<file path="src/rtl/hazard_fwd_unit.sv">
// hazard_fwd_unit
//   Data-hazard unit beside the decode stage. Holds the decoded instruction
//   (ID register), tracks the destinations of the last FWD_DEPTH issued
//   instructions in a valid-tagged shift chain, and produces per-operand
//   forwarding selects plus a load-use stall.
//
//   Ports
//     clk, reset       clock; synchronous active-low reset
//     id_*             decoded instruction fields (valid, rs, rt, use_rs,
//                      use_rt, rd, we, is_load)
//     flush            kill the instruction currently held in the ID register
//     fwd_sel_a/b      0 = register file, k = result of chain stage k-1
//     stall            hold fetch/decode this cycle (combinational)
//     rd_last/we_last  destination / write qualifier of the oldest stage
//
//   Parameter constraints: 1 <= FWD_DEPTH <= 7, 2**SEL_W > FWD_DEPTH,
//   1 <= LD_LAT <= FWD_DEPTH-1.

// Per-stage comparator: one instance per chain entry.
module hazard_fwd_match #(
  parameter int REG_AW      = 5,
  parameter int ZERO_REG_EN = 1
) (
  input  logic              valid,
  input  logic              we,
  input  logic [REG_AW-1:0] rd,
  input  logic [REG_AW-1:0] rs,
  input  logic [REG_AW-1:0] rt,
  output logic              hit_rs,
  output logic              hit_rt
);
  logic live;

  // A hit implies rd equals the source, so excluding rd==0 excludes r0 reads.
  assign live   = valid & we & ~((ZERO_REG_EN != 0) && (rd == '0));
  assign hit_rs = live & (rd == rs);
  assign hit_rt = live & (rd == rt);
endmodule

module hazard_fwd_unit #(
  parameter int REG_AW      = 5,
  parameter int FWD_DEPTH   = 3,
  parameter int SEL_W       = 2,
  parameter int LD_LAT      = 1,
  parameter int ZERO_REG_EN = 1
) (
  input  logic              clk,
  input  logic              reset,
  input  logic              id_valid,
  input  logic [REG_AW-1:0] id_rs,
  input  logic [REG_AW-1:0] id_rt,
  input  logic              id_use_rs,
  input  logic              id_use_rt,
  input  logic [REG_AW-1:0] id_rd,
  input  logic              id_we,
  input  logic              id_is_load,
  input  logic              flush,
  output logic [SEL_W-1:0]  fwd_sel_a,
  output logic [SEL_W-1:0]  fwd_sel_b,
  output logic              stall,
  output logic [REG_AW-1:0] rd_last,
  output logic              we_last
);
  typedef struct packed {
    logic              valid;
    logic [REG_AW-1:0] rs;
    logic [REG_AW-1:0] rt;
    logic              use_rs;
    logic              use_rt;
    logic [REG_AW-1:0] rd;
    logic              we;
    logic              ld;
  } id_t;

  // Stages closer than LD_LAT cannot supply load data yet.
  localparam logic [FWD_DEPTH-1:0] LD_MASK = FWD_DEPTH'((1 << LD_LAT) - 1);

  id_t id_q, id_in;

  logic [FWD_DEPTH-1:0]             vld_pipe, we_pipe, ld_pipe;
  logic [FWD_DEPTH-1:0][REG_AW-1:0] rd_pipe;
  logic [FWD_DEPTH-1:0]             hit_rs, hit_rt, use_hit_rs, use_hit_rt;
  logic                             advance;

  assign id_in = '{valid: id_valid, rs: id_rs, rt: id_rt, use_rs: id_use_rs,
                   use_rt: id_use_rt, rd: id_rd, we: id_we, ld: id_is_load};

  for (genvar k = 0; k < FWD_DEPTH; k++) begin : g_stage
    hazard_fwd_match #(
      .REG_AW      (REG_AW),
      .ZERO_REG_EN (ZERO_REG_EN)
    ) u_match (
      .valid  (vld_pipe[k]),
      .we     (we_pipe[k]),
      .rd     (rd_pipe[k]),
      .rs     (id_q.rs),
      .rt     (id_q.rt),
      .hit_rs (hit_rs[k]),
      .hit_rt (hit_rt[k])
    );
  end

  assign use_hit_rs = hit_rs & {FWD_DEPTH{id_q.valid & id_q.use_rs}};
  assign use_hit_rt = hit_rt & {FWD_DEPTH{id_q.valid & id_q.use_rt}};

  // Stall length falls out naturally: bubbles push the load past LD_LAT.
  assign stall   = id_q.valid & ~flush &
                   (|(ld_pipe & LD_MASK & (use_hit_rs | use_hit_rt)));
  assign advance = ~stall & ~flush;

  // Scan oldest to youngest so the youngest producer overrides.
  always_comb begin
    fwd_sel_a = '0;
    fwd_sel_b = '0;
    for (int k = FWD_DEPTH - 1; k >= 0; k--) begin
      if (use_hit_rs[k]) fwd_sel_a = SEL_W'(k + 1);
      if (use_hit_rt[k]) fwd_sel_b = SEL_W'(k + 1);
    end
    if (stall) begin
      fwd_sel_a = '0;
      fwd_sel_b = '0;
    end
  end

  always_ff @(posedge clk) begin
    if (!reset) begin
      id_q     <= '0;
      vld_pipe <= '0;
      we_pipe  <= '0;
      ld_pipe  <= '0;
      rd_pipe  <= '0;
    end else begin
      if (flush)       id_q <= '0;
      else if (!stall) id_q <= id_in;

      // Chain never stalls; a held or flushed ID slot issues a bubble.
      for (int k = 1; k < FWD_DEPTH; k++) begin
        vld_pipe[k] <= vld_pipe[k-1];
        we_pipe[k]  <= we_pipe[k-1];
        ld_pipe[k]  <= ld_pipe[k-1];
        rd_pipe[k]  <= rd_pipe[k-1];
      end
      if (advance) begin
        vld_pipe[0] <= id_q.valid;
        we_pipe[0]  <= id_q.we;
        ld_pipe[0]  <= id_q.ld;
        rd_pipe[0]  <= id_q.rd;
      end else begin
        vld_pipe[0] <= 1'b0;
        we_pipe[0]  <= 1'b0;
        ld_pipe[0]  <= 1'b0;
        rd_pipe[0]  <= '0;
      end
    end
  end

  assign rd_last = rd_pipe[FWD_DEPTH-1];
  assign we_last = vld_pipe[FWD_DEPTH-1] & we_pipe[FWD_DEPTH-1];
endmodule
</file>
<file path="config.mk">
export PLATFORM = sky130hd
export DESIGN_NAME = hazard_fwd_unit
export DESIGN_NICKNAME = d
export VERILOG_FILES = /design/src/rtl/hazard_fwd_unit.sv
export SDC_FILE = /design/constraint.sdc
export NUM_CORES = 1
export LEC_CHECK = 0
export CAP_MARGIN = 20
export CORE_ASPECT_RATIO = 1.1
export CORE_MARGIN = 3
export CORE_UTILIZATION = 45
export CTS_CLUSTER_SIZE = 14
export DETAILED_ROUTE_END_ITERATION = 12
export HOLD_SLACK_MARGIN = 0.03
export PLACE_DENSITY = 0.69
export SYNTH_ARGS = -nofsm -noshare
export SYNTH_HDL_FRONTEND = slang
export SYNTH_SLANG_ARGS = --single-unit
</file>
<file path="constraint.sdc">
create_clock -name clk -period 2.3 [get_ports clk]
set_input_delay 0.23 -clock clk [delete_from_list [all_inputs] [get_ports clk]]
set_output_delay 0.23 -clock clk [all_outputs]
set_load 0.05 [all_outputs]
</file>
==> out/metrics.yaml, run 1 <==
die:
  ios: 34
  dieArea_mm2: 0.00504
  start_util_pct: 47.2
  dieWidth_um: 67.9
  core_mm2: 0.00402
  fp-row-count: 24
  die_h_um: 74.1
routing:
  drc: 0
  met1Wirelength_mm: 1.83
  wl_met3_um: 141
  detail_route.vias_per_cell: 5.07
  ant_nets: 0
  num_vias: 1525
  routed.top_layer: "met4"
  wl_met2_mm: 2.56
  drtIter0Drc: 55
  drt-pass1-iter-count: 4
  routed_wl_mm: 4.69
  wire_per_inst_um: 15.6
timing:
  setup-tns-final_ns: -0.350
  min_period_ns: 2.41
  slew_headroom_pct: 67.3
  worst_slack_ns: -0.110
  finalHoldViolCount: 0
  tightest_slew_ns: 0.490
  setup-violations-final: 5
  clock_skew_ns: 0.00712
  clock.fmax_mhz: 415
  drv_slew: 0
  rsz0062_at_grt: "yes"
  finalCritPeriodShare_pct: 105
finish:
  utilization_pct: 65.8
  drive_gt1_share_pct: 22.1
  final_common_cell: "nand2_1"
  final_cell_mix: "nand2_1, dfxtp_1, clkdlybuf4s50_1, mux2i_1, buf_4"
  design_area_mm2: 0.00265
  n_fill_cell: 338
  antenna-diode-count: 0
  nNetsFinal: 271
  area_delta_synth_final_pct: 39.4
setup_path:
  r2r_cells: 7
  crit_start: "rd_pipe[3]"
  critPathKind: "reg2out"
  cp.required_ns: 2.07
  critPathMaxFanout: 4
  reg2reg_slack_ns: 0.11
  r2r-end: "id_q[0]"
  reg2reg_from: "rd_pipe[3]"
  worstSetupEndpointType: "primary output"
  endpoint: "fwd_sel_a[0]"
  arrival_ns: 2.18
  start_kind: "flip-flop"
global_routing:
  antenna_found_initial: 0
  grt_pass1_vias: 1602
  grt_pass1_wl_mm: 7.43
  gr-total-overflow: 0
  grt_max_degree: 32
  grtUsageTotal_pct: 20.2
pwr:
  p_sw_uw: 325
  vdd_ir_drop_max_v: 0.000372
  p_int_mw: 1.14
  seqPwrFrac_pct: 52.0
  power_mw: 1.46
  swShare_pct: 22.2
  clockPowerShare_pct: 39.0
  powerDensity_mw_per_mm2: 553
  power_frac_comb_pct: 9.0
  power.leakage_nw: 1.01
job:
  cap_violations: 0
clock_network:
  clockBufferDepth: 2
  clockRootBuffer: "clkbuf_8"
  postCtsHoldBufs: 0
  cts-buffers-inserted: 5
  clock_latency_ns: 0.30
  clkTransAtPathRegs_ns: 0.08
  cts-htree-levels: 2
  cts_sinks: 42
  cts_tree: "yes"
yosys:
  synth_cell_types: 29
  yosysWarnings: 0
  synth_area_leaders: "dfxtp_1, mux2i_1, nand2_1"
  synth-seq-area-share_pct: 44.3
  synthFlopType: "dfxtp_1"
  synth_top_area_share_pct: 44.3
  synthesis.area_mm2: 0.00190
  synthArstFlopShare_pct: 0
  synth_edf_count: 0
  ys_seq_elements: 42
  synth.largest_area_cell: "dfxtp_1"
  synth_cells: 198
  syn-num-nets: 221
  avgSynthCellArea_um2: 9.59
hold_path:
  hold_class: "reg2reg"
place:
  dp_hpwl_mm: 3.43
  routabilityCongestion: 0.864
  pre_cts_slack_ns: -0.00180
  place_area_mm2: 0.00242
  port_buffers: 33
run_status:
  violations: "negative setup slack"
  status: "complete, but fails checks"
-- synthesized netlist by cell type, drive strengths merged, types with 4 or more instances --
cell	n
dfxtp	42
nand2	40
mux2i	19
and2	15
xnor2	15
xor2	15
nor3b	8
clkbuf	5
buf	4
nand4	4
nor2	4
-- metrics by stage --
step,std cells,hold slack (ns)
final,301,0.466
after global routing,301,0.482
after CTS,300,0.470
after detailed placement,288,0.450
after global placement,288,0.442
after floorplan,198,0.354
-- how the worst min path moves through the flow --
stage	from	end	slack, ns	depth (start not counted)
after CTS	id_q[0]	id_q[0]	0.47	2
after floorplan	id_valid	id_q[19]	0.35	1
after detailed placement	we_pipe[1]	we_pipe[2]	0.45	1
after global placement	id_q[5]	id_q[5]	0.44	2
final	id_q[2]	id_q[2]	0.47	2
after global routing	id_rs[4]	id_q[18]	0.48	3
-- cell type report --
class	count	area [µm²]	share of cell area [%]
clock buffers	5	68.8	2.60
clock inverters	3	40.0	1.51
multi-input cells	147	1100	41.6
flip-flops and latches	42	860	32.5
well taps	52	65.1	2.46
repair buffers	52	513	19.4
-- critical path: stages, from the launching register on --
cell	delay [ns]
dfxtp_4	0.37
xor2_2	0.14
nor4_2	0.32
nand4_1	0.23
a2111oi_4	0.44
buf_6	0.19
nor2b_4	0.04
buf_6	0.14
-- sequential cells by signal, summed over array words and instances, names as in the netlist --
signal	cells
we_pipe	3
id_q	20
ld_pipe	1
rd_last	5
vld_pipe	3
rd_pipe	10
-- metal layers --
layer / up-vias / track usage (%)
li1: 760 / -
met1: 721 / 22.4
met2: 32 / 35.9
met3: 12 / 4.38
met4: 0 / 9.93
met5: - / 0
-- kinds of logic (layout without fill, tap and decap cells) --
group / count (synthesis) / in the layout / share of synthesized area [%]
and+or+nand+nor: 89 / 89 / 24.3
DFF: 42 / 42 / 44.3
xor gates and xnor gates: 30 / 30 / 13.8
buffers and inverters: 9 / 60 / 2.77
AOI/OAI and AO/OA: 9 / 9 / 4.81
muxes: 19 / 19 / 10.0
-- power by group through the flow --
stage               Clock, mW  Combinational [mW]  Sequential (mW)
floorplan                   0              0.0572            0.779
global placement            0               0.122            0.779
detailed placement          0               0.124            0.780
CTS                     0.580               0.129            0.762
global route            0.620               0.143            0.763
finish                  0.571               0.132            0.761
-- what timing repair did --
action,CTS,global route
pin swaps,4,7
gates cloned,0,0
setup endpoints to repair,17,16
setup buffers,4,2
gates resized for setup,13,13
No activity file was read; power rests on OpenSTA's default activity.
==> run 2: changes to the inputs <==
--- a/constraint.sdc
+++ b/constraint.sdc
@@ -3,2 +3,2 @@
 set_output_delay 0.23 -clock clk [all_outputs]
-set_load 0.05 [all_outputs]
+set_load 0.01 [all_outputs]
==> run 2 against run 1 <==
Against the previous run: the flow still finishes with violations (negative setup slack); routed wire length is 6.3% lower; register-to-register slack better by 0.02 ns; via count is 3.0% higher; non-clock buffer count is 15 higher; critical path depth is 1 higher; design area is 1.6% higher; sequential power hardly changed; final cell count is 5.0% higher; global-route usage is 1.5 points lower; sequential share of layout area is 0.56 points lower; utilization is 1.1 points higher; critical endpoint is now fwd_sel_b[0]; largest power group unchanged.
==> out/metrics.yaml, run 2 (synthesis results as in run 1) <==
die:
  die_h_um: 74.1
  fp-row-count: 24
  dieWidth_um: 67.9
  ios: 34
  start_util_pct: 47.2
  dieArea_mm2: 0.00504
  core_mm2: 0.00402
timing:
  slew_headroom_pct: 76.5
  setup-tns-final_ns: -0.336
  clock_skew_ns: 0.00496
  tightest_slew_ns: 0.352
  rsz0062_at_grt: "yes"
  finalHoldViolCount: 0
  drv_slew: 0
  hold_ws_ns: 0.458
  min_period_ns: 2.43
  finalCritPeriodShare_pct: 106
  clock.fmax_mhz: 412
  worst_slack_ns: -0.128
  setup-violations-final: 5
run_status:
  status: "complete, but fails checks"
  violations: "negative setup slack"
setup_path:
  r2r_cells: 9
  reg2reg_slack_ns: 0.13
  critPathMaxFanout: 4
  critPathKind: "reg2out"
  path_cells: "or4_4 > o211ai_1 > buf_4 > buf_4 > a2111oi_4 > buf_4 > o21ba_4 > buf_6"
  cp.required_ns: 2.07
  worstSetupEndpointType: "primary output"
  critPathTopFamily: "simple AND/OR/NAND/NOR gates"
  reg2reg_from: "rd_pipe[0]"
  start_kind: "flip-flop"
  cp_slowest_stage_delay_ns: 0.53
  arrival_ns: 2.20
  crit_buf_inv: 4
  r2r-end: "rd_pipe[3]"
  cp_slowest_cell: "or4_4"
  cpMostUsedCell: "buf_4"
pwr:
  power_mw: 1.38
  power.leakage_nw: 1.07
  powerDensity_mw_per_mm2: 513
  vdd_ir_drop_max_v: 0.000440
routing:
  drc: 0
  ant_nets: 0
  detail_route.vias_per_cell: 4.97
  wire_per_inst_um: 13.9
  drt-pass1-iter-count: 4
  num_vias: 1570
  drtIter0Drc: 57
  routed_wl_mm: 4.39
finish:
  design_area_mm2: 0.00269
  multiInputGateArea_mm2: 0.00108
  largest_register_ffs: 20
  final_common_cell: "nand2_1"
  area_delta_synth_final_pct: 41.6
  top_register: "id_q"
  layout.cells.non_filler: 316
  regArea_um2: 858
  drive_gt1_share_pct: 26.5
  final_cell_mix: "nand2_1, dfxtp_1, buf_4, clkdlybuf4s50_1, mux2i_1"
  n_fill_cell: 328
  utilization_pct: 66.9
  nNetsFinal: 286
  antenna-diode-count: 0
place:
  pre_cts_slack_ns: -0.168
  routabilityCongestion: 0.926
  place_inst: 299
  place_area_mm2: 0.00243
  dp_hpwl_mm: 3.26
  port_buffers: 33
clock_network:
  cts-htree-levels: 2
  cts-buffers-inserted: 5
  postCtsHoldBufs: 0
  cts_sinks: 42
  cts_tree: "yes"
  clockBufferDepth: 2
  clockRootBuffer: "clkbuf_8"
  clock_latency_ns: 0.29
  clkTransAtPathRegs_ns: 0.07
hold_path:
  holdPathEnd: "id_q[4]"
  min_from: "id_q[4]"
  hold_class: "reg2reg"
  min_path_cells: 2
global_routing:
  grt_pass1_wl_mm: 6.93
  grtUsageTotal_pct: 18.7
  gr-total-overflow: 0
  antenna_found_initial: 0
  grt_max_degree: 29
  grt_pass1_vias: 1506
job:
  cap_violations: 0
[run 2: changes by cell type in the layout (fill, tap and decap cells not counted), moves of 3 or more]
| cell | change |
|---|---|
| buf_4 | +11 |
| xnor2_1 | -3 |
| xnor2_2 | +3 |
| buf_12 | -3 |
| buf_6 | +5 |
[run 2: routing by layer]
metal	part of all wire, %	global-route usage [%]	vias to the layer above
met4	1.5	6.62	0
li1	-	-	791
met2	49	31.9	42
met3	4.6	4.38	7
met5	0	0	-
met1	44	22.9	730
[run 2: final cells by class]
type / instances / area share, %
clock inverter: 1 / 0.186
timing repair buffer: 67 / 22.2
clock buffer: 7 / 3.21
sequential: 42 / 31.9
multi-input combinational: 147 / 40.0
tap: 52 / 2.42
[run 2: worst max-delay path by stage]
stage | from | to | cells past startpoint
after floorplan | id_q[18] | fwd_sel_b[0] | 6
after global placement | id_q[14] | stall | 6
after detailed placement | id_q[14] | stall | 6
after CTS | rd_pipe[1] | fwd_sel_b[0] | 8
after global routing | rd_pipe[3] | fwd_sel_b[1] | 8
final | rd_pipe[0] | fwd_sel_b[0] | 8
[run 2: timing repair]
item	in CTS	in global routing
pin swaps	4	5
setup endpoints to repair	5	33
buffers inserted	5	4
resized for setup	32	17
[run 2: where the power goes]
part / internal (mW) / total (mW) / switching (mW) / leakage [nW]
Combinational: 0.0829 / 0.137 / 0.0541 / 0.676
Clock: 0.242 / 0.481 / 0.239 / 0.0482
Sequential: 0.744 / 0.763 / 0.0181 / 0.347
Total: 1.07 / 1.38 / 0.311 / 1.07
[run 2: worst min-delay path, delay by kind of cell, from the launching register on]
family | cells | cell delay, ns
muxes | 1 | 0.05
and+or+nand+nor | 1 | 0.05
DFF | 1 | 0.31
